===== src/rtl/pb_timer_pkg.sv =====
// ---------------------------------------------------------------------------
// pb_timer_pkg
// Shared definitions for the Picoblaze port-mapped timer:
//   - register offsets inside the 7-entry port window
//   - CTRL / STATUS bit positions
//   - small helper for building the CTRL read-back byte
// ---------------------------------------------------------------------------
package pb_timer_pkg;

    // Register offsets from BASE_ADDR
    localparam logic [2:0] TMR_CTRL      = 3'd0;
    localparam logic [2:0] TMR_PRESCALE  = 3'd1;
    localparam logic [2:0] TMR_RELOAD_LO = 3'd2;
    localparam logic [2:0] TMR_RELOAD_HI = 3'd3;
    localparam logic [2:0] TMR_COUNT_LO  = 3'd4;
    localparam logic [2:0] TMR_COUNT_HI  = 3'd5;
    localparam logic [2:0] TMR_STATUS    = 3'd6;

    // Number of decoded registers in the window
    localparam logic [7:0] TMR_NUM_REGS  = 8'd7;

    // CTRL bit indices
    localparam int CTRL_EN   = 0;
    localparam int CTRL_AUTO = 1;
    localparam int CTRL_IE   = 2;

    // STATUS bit index
    localparam int STATUS_EXP = 0;

    // CTRL occupies the low three bits; the rest read as zero.
    function automatic logic [7:0] ctrl_readback(input logic [2:0] ctrl);
        return {5'b0_0000, ctrl};
    endfunction

endpackage


===== src/rtl/pb_timer_prescaler.sv =====
// ---------------------------------------------------------------------------
// pb_timer_prescaler
// 8-bit free-running divider. While en is high the count advances every
// cycle; when it equals limit, tick is asserted for that cycle and the count
// wraps to zero on the following edge. en low freezes the count.
// Ports:
//   clk    in   system clock
//   reset  in   synchronous active-high reset
//   en     in   count enable (timer EN bit)
//   clr    in   force count to zero (timer start)
//   limit  in   8-bit terminal value (PRESCALE register)
//   tick   out  terminal-count strobe, combinational from the count register
// ---------------------------------------------------------------------------
module pb_timer_prescaler (
    input  logic       clk,
    input  logic       reset,
    input  logic       en,
    input  logic       clr,
    input  logic [7:0] limit,
    output logic       tick
);

    logic [7:0] count_r;

    // The tick must be visible in the same cycle the count matches, so the
    // down-counter can act on the very edge that wraps the prescaler.
    assign tick = en && (count_r == limit);

    // Prescaler count register
    always_ff @(posedge clk) begin
        if (reset) begin
            count_r <= 8'd0;
        end else if (clr) begin
            count_r <= 8'd0;
        end else if (tick) begin
            count_r <= 8'd0;
        end else if (en) begin
            count_r <= count_r + 8'd1;
        end else begin
            count_r <= count_r;
        end
    end

endmodule


===== src/rtl/pb_timer.sv =====
// ---------------------------------------------------------------------------
// pb_timer
// Port-mapped 16-bit down-counting timer with interrupt for the Picoblaze.
// Registers live at BASE_ADDR+0 .. BASE_ADDR+6 (see pb_timer_pkg offsets).
// Ports:
//   clk            in   system clock
//   reset          in   synchronous active-high reset
//   port_id        in   CPU port address
//   out_port       in   CPU write data
//   write_strobe   in   one-cycle write qualifier
//   read_strobe    in   one-cycle read qualifier (used for the HI shadow)
//   interrupt_ack  in   one-cycle acknowledge, clears EXP
//   in_port        out  registered read data, follows port_id every cycle
//   interrupt      out  EXP & IE
// ---------------------------------------------------------------------------
module pb_timer
    import pb_timer_pkg::*;
#(
    parameter logic [7:0] BASE_ADDR = 8'h10
) (
    input  logic       clk,
    input  logic       reset,
    input  logic [7:0] port_id,
    input  logic [7:0] out_port,
    input  logic       write_strobe,
    input  logic       read_strobe,
    input  logic       interrupt_ack,
    output logic [7:0] in_port,
    output logic       interrupt
);

    // Architectural state
    logic [2:0]  ctrl_r;
    logic [7:0]  prescale_r;
    logic [15:0] reload_r;
    logic [15:0] count_r;
    logic [7:0]  shadow_r;
    logic        exp_r;

    // Decode
    logic [7:0]  offset_s;
    logic        hit_s;
    logic [2:0]  sel_s;
    logic        wr_ctrl_s;
    logic        wr_status_s;
    logic        start_s;
    logic        tick_s;

    // Next-state
    logic [15:0] count_tick_s;
    logic        en_tick_s;
    logic        exp_set_s;
    logic        exp_clr_s;
    logic [2:0]  ctrl_next_s;
    logic [15:0] count_next_s;
    logic        exp_next_s;
    logic [7:0]  rd_data_s;

    // Subtraction wraps for port_id below BASE_ADDR, so a single unsigned
    // compare covers both ends of the window.
    assign offset_s    = port_id - BASE_ADDR;
    assign hit_s       = (offset_s < TMR_NUM_REGS);
    assign sel_s       = offset_s[2:0];
    assign wr_ctrl_s   = write_strobe && hit_s && (sel_s == TMR_CTRL);
    assign wr_status_s = write_strobe && hit_s && (sel_s == TMR_STATUS);
    // Only a 0->1 transition of EN restarts the timer.
    assign start_s     = wr_ctrl_s && out_port[CTRL_EN] && !ctrl_r[CTRL_EN];
    assign exp_clr_s   = interrupt_ack || (wr_status_s && out_port[STATUS_EXP]);
    // A set in the same cycle as a clear leaves EXP high.
    assign exp_next_s  = exp_set_s || (exp_r && !exp_clr_s);
    assign interrupt   = exp_r && ctrl_r[CTRL_IE];

    pb_timer_prescaler u_prescaler (
        .clk   (clk),
        .reset (reset),
        .en    (ctrl_r[CTRL_EN]),
        .clr   (start_s),
        .limit (prescale_r),
        .tick  (tick_s)
    );

    // Effect of a prescaler tick on COUNT, EN and EXP, before any CPU write
    always_comb begin
        count_tick_s = count_r;
        en_tick_s    = ctrl_r[CTRL_EN];
        exp_set_s    = 1'b0;
        if (tick_s) begin
            if (count_r != 16'd0) begin
                count_tick_s = count_r - 16'd1;
            end else begin
                exp_set_s = 1'b1;
                if (ctrl_r[CTRL_AUTO]) begin
                    count_tick_s = reload_r;
                end else begin
                    en_tick_s = 1'b0;
                end
            end
        end else begin
            count_tick_s = count_r;
        end
    end

    // CTRL write overrides the tick: start reloads, EN=0 freezes COUNT
    always_comb begin
        ctrl_next_s  = {ctrl_r[CTRL_IE], ctrl_r[CTRL_AUTO], en_tick_s};
        count_next_s = count_tick_s;
        if (wr_ctrl_s) begin
            ctrl_next_s = out_port[2:0];
            if (start_s) begin
                count_next_s = reload_r;
            end else if (out_port[CTRL_EN]) begin
                count_next_s = count_tick_s;
            end else begin
                count_next_s = count_r;
            end
        end else begin
            ctrl_next_s = {ctrl_r[CTRL_IE], ctrl_r[CTRL_AUTO], en_tick_s};
        end
    end

    // Read mux from current register state; COUNT_HI always comes from the shadow
    always_comb begin
        rd_data_s = 8'h00;
        if (hit_s) begin
            case (sel_s)
                TMR_CTRL:      rd_data_s = ctrl_readback(ctrl_r);
                TMR_PRESCALE:  rd_data_s = prescale_r;
                TMR_RELOAD_LO: rd_data_s = reload_r[7:0];
                TMR_RELOAD_HI: rd_data_s = reload_r[15:8];
                TMR_COUNT_LO:  rd_data_s = count_r[7:0];
                TMR_COUNT_HI:  rd_data_s = shadow_r;
                TMR_STATUS:    rd_data_s = {7'b000_0000, exp_r};
                default:       rd_data_s = 8'h00;
            endcase
        end else begin
            rd_data_s = 8'h00;
        end
    end

    // Register file, down-counter, shadow and read-data register
    always_ff @(posedge clk) begin
        if (reset) begin
            ctrl_r     <= 3'd0;
            prescale_r <= 8'd0;
            reload_r   <= 16'd0;
            count_r    <= 16'd0;
            shadow_r   <= 8'd0;
            exp_r      <= 1'b0;
            in_port    <= 8'd0;
        end else begin
            ctrl_r  <= ctrl_next_s;
            count_r <= count_next_s;
            exp_r   <= exp_next_s;
            in_port <= rd_data_s;
            if (write_strobe && hit_s && (sel_s == TMR_PRESCALE)) begin
                prescale_r <= out_port;
            end
            if (write_strobe && hit_s && (sel_s == TMR_RELOAD_LO)) begin
                reload_r[7:0] <= out_port;
            end
            if (write_strobe && hit_s && (sel_s == TMR_RELOAD_HI)) begin
                reload_r[15:8] <= out_port;
            end
            // Freeze the high byte when the low byte is read
            if (read_strobe && hit_s && (sel_s == TMR_COUNT_LO)) begin
                shadow_r <= count_r[15:8];
            end
        end
    end

endmodule


===== config.mk =====
export PLATFORM = sky130hd
export DESIGN_NAME = pb_timer
export DESIGN_NICKNAME = d
export VERILOG_FILES = /design/src/rtl/pb_timer_pkg.sv /design/src/rtl/pb_timer_prescaler.sv /design/src/rtl/pb_timer.sv
export SDC_FILE = /design/constraint.sdc
export NUM_CORES = 1
export LEC_CHECK = 0
export CORE_ASPECT_RATIO = 1.25
export CORE_UTILIZATION = 55
export CTS_CLUSTER_DIAMETER = 200
export DETAILED_ROUTE_END_ITERATION = 10
export PLACE_DENSITY = 0.75
export SLEW_MARGIN = 40
export SYNTH_ARGS = -nofsm -noshare
export SYNTH_HDL_FRONTEND = slang
export SYNTH_SLANG_ARGS = --single-unit

===== constraint.sdc =====
create_clock -name clk -period 5.05 [get_ports clk]
set_clock_uncertainty 0.2 [all_clocks]
set_input_delay 1.01 -clock clk [delete_from_list [all_inputs] [get_ports clk]]
set_output_delay 1.01 -clock clk [all_outputs]
set_load 0.1 [all_outputs]

==> metrics list <==
- For this design the static power due to leakage is 1.635 nW.
- The worst setup path is captured at a flop.
* Hold Violations, Final: 0
* Die Span X: 77.45 um
- Summing the areas of all fa, ha and maj instances in the mapped netlist gives 0.9591% of the synthesized area.
* Arrival time reported for the critical path endpoint: 3.62 ns
- Synth unique cells: 71
- The library cell used most frequently in the layout, excluding fill and tap cells, is nor2_1.
- The first global-routing pass estimated 18.34 mm of wire.
- Warnings from Yosys: 0
- The worst pin sits at a relative slew slack of 49.05%.
* Source-to-sink clock delay at the later pin of the worst-skew pair: 0.36 ns
- CTS placed an instance of clkbuf_8 at the clock tree root.
- Setup repair after global routing left no endpoint under its margin.
- For this run, global-route usage on met3 was measured as 6.161%.
- Global routing used 38.98% of the available met1 tracks.
* Final worst path period need: 3.610 ns
* #FFs+latches synth: 68
- TritonCTS Sinks: 68
- Number of synthesized flops with an enable pin: 0
* Port buffer count: 29
- Clock tree from TritonCTS: yes
- Drc violations: 0
- The region available for standard cell placement spans 6934 sq um.
- Run status: finished, final reports clean
* Post-Syn Area: 3914 sq um
- Filler cell count: 625
- Of the synthesized area, sequential elements account for 34.78%.
* Type of the tightest min-delay check: reg -> reg
* Grt ovf: 0
- Total setup violations reported at the end of the flow: 0
- After synthesis, the share of flip-flops with an asynchronous set or reset is 0%.
- Inserted Clock Buffers: 9
- Antenna Cells: 0
- Starting density of the core: 56.44%
* Total negative slack for setup checks: 0 ns
* Quantity of hold-fixing buffers added after cts: 0
- The number of global-route vias before repair is 3456.
* Synthesized netlist cell count: 468
- The global routing stage identified its most utilized layer as met2.
* Worst IR Drop VDD: 0.2115 mV
- Summed over all layers, the routed wires come to 11.58 mm.
- Once detailed placement completed, the half-perimeter wirelength came to 8.407 mm.
* Post-synth net total: 492
* Top-Level Pins: 30
* Post-CTS repair timing setup buffer count: 0
- Highest clock frequency the design can meet: 0.2770 GHz
* Commonest register cell after synthesis: dfxtp_1
- The number of slew-limit violations in the final report is 0.
- Global routing used 33.03% of the available tracks.
- Of the total synthesized cell area, the portion taken by XOR and XNOR cells is 3.357%.
* Via total after detailed routing: 3678
- The first TritonRoute pass finished after 5 iterations.
- Global routing used 55.75% of the available met2 tracks.
* Slew at the pin with the worst max-slew slack: 0.7585 ns
- WL/cell: 20.32 um
- Worst Setup Path Type: in -> reg
- Mean cell area of the mapped netlist: 8.363 sq um
- Iteration-0 DRC count of the detailed router: 389
* Power Density: 265.3 nW/um^2
- Maximum fanout count along the critical path: 19
* Row cnt: 34
- Routability-driven placement finished with a final weighted congestion of 0.9240.
* CTS clk-pin slew, worst paths: 0.08 ns
- The multi-input combinational cells in the finished layout cover a total of 2374 sq um.
* Max_cap viols: 0
* Simple-gate portion of the synthesized area: 24.36%
- Layout overhead on the synthesized area: 12.44%
- H-tree lvl count: 3
- Commonest cells after routing, fill and taps aside: nor2_1, dfxtp_1, mux2i_1, nand2_1, a21oi_1
* Data required, critical path: 5.06 ns
- Entering global routing, the biggest net connects 33 pins.
* Combinational family with the most area after synthesis: simple AND/OR/NAND/NOR gates
* Count of cells resized by post-cts repair: 0
- FF/Latch Area: 1361 sq um
- The final critical path takes up 71.48% of the cycle.
* Nets: 499
- In this run the remaining antenna-violating nets after routing total 0.
- STA classifies the critical path startpoint as an input port.
- The clock passes through at most 2 buffers.
* Area fraction in compound gates after synthesis: 17.97%
- Antenna violations before repair: 0
- Fraction of layout cells with a size suffix above 1: 10.83%
* Full die area: 7460 sq um
- Measured along the y axis, the die boundary spans 96.32 um.
- Number of vias per cell after detailed routing: 6.453
- Cells fill 63.46% of the core in the end.
- Mux share of post-synthesis cell area: 13.78%
==> cell families (layout without fill, tap and decap cells) <==
logic type	after synthesis	in the layout
buffers and inverters	45	57
multiplexers	52	52
adder cells (fa/ha/maj)	3	3
AND/OR/NAND/NOR	181	181
AO/OA/AOI/OAI	104	104
flip-flops	68	68
XOR/XNOR	15	15
==> final cells by class <==
| cell class | count | share of cell area, % |
|---|---|---|
| clock buffer | 11 | 3.213 |
| sequential | 68 | 30.94 |
| tap | 90 | 2.559 |
| multi-input combinational | 355 | 53.94 |
| clock inverter | 5 | 2.445 |
| timing repair buffer | 34 | 6.312 |
| inverter | 7 | 0.5971 |
==> critical path, cell delays in order <==
cell and delay (ns):
clkdlybuf4s50_1 0.72, nor2_1 0.32, nand4_1 0.39, nor2_1 0.74, nor2_1 0.14, o2111ai_1 0.19
o21ai_0 0.10
==> flip-flops by register name, summed over array words and instances, names as in the netlist <==
| register | count |
|---|---|
| in_port | 8 |
| count_r | 16 |
| shadow_r | 8 |
| reload_r | 16 |
| u_prescaler.count_r | 8 |
| exp_r | 1 |
| prescale_r | 8 |
| ctrl_r | 3 |
==> power breakdown <==
group	switching (W)	total (W)	leakage, nW	internal (W)
Combinational	0.0000319	0.0000557	0.964	0.0000238
Sequential	0.000000740	0.000537	0.547	0.000536
Clock	0.000230	0.000575	0.124	0.000345
Total	0.000263	0.00117	1.64	0.000904
==> synth_stat cells (all sizes together) (3+ instances only) <==
master	count	area share, %
a211oi	6	1.3
a21boi	4	0.77
a21oi	22	2.8
a22oi	7	1.3
a31oi	5	0.80
a32oi	3	0.67
and2	4	0.64
and3	6	0.96
and4	3	0.67
buf	10	1.4
clkbuf	28	2.7
dfxtp	68	35
ha	3	0.96
inv	7	0.67
mux2	5	1.4
mux2i	46	12
nand2	26	2.6
nand2b	4	0.64
nand3	13	1.7
nand4	6	0.96
nor2	70	6.7
nor2b	8	1.3
nor3	12	1.5
nor3b	3	0.58
nor4	7	2.0
nor4b	3	0.83
o211ai	4	0.90
o21ai	23	2.9
o22ai	4	0.64
or3	5	0.80
or4	3	0.77
xor2	13	2.9
==> worst paths after layout <==
check	slack [ns]	end	from	depth (start not counted)
hold / removal	0.31	shadow_r[6]	shadow_r[6]	2
setup / recovery	1.44	count_r[9]	port_id[2]	7
setup reg to reg	2.10	count_r[5]	count_r[1]	8
hold reg to reg	0.31	shadow_r[6]	shadow_r[6]	2
==> metrics by stage <==
stage / hold slack (ns) / total power [W] / worst slack [ns] / cells / instance area [sq um]
CTS: 0.3086 / 0.001168 / 1.551 / 570 / 4400
floorplan: 0.2544 / 0.0005785 / 2.138 / 468 / 3914
global placement: 0.2705 / 0.0006036 / 1.255 / 554 / 4188
global route: 0.3362 / 0.001190 / 1.232 / 570 / 4400
detailed placement: 0.2805 / 0.0006041 / 1.190 / 554 / 4151
finish: 0.3090 / 0.001167 / 1.440 / 570 / 4400
==> layer usage <==
layer,part of all wire [%],vias up
li1,-,1713
met1,42,1745
met2,48,182
met3,6.6,38
met4,3.9,0
met5,0,-
Note: power is estimated with default switching activity, not from simulation.
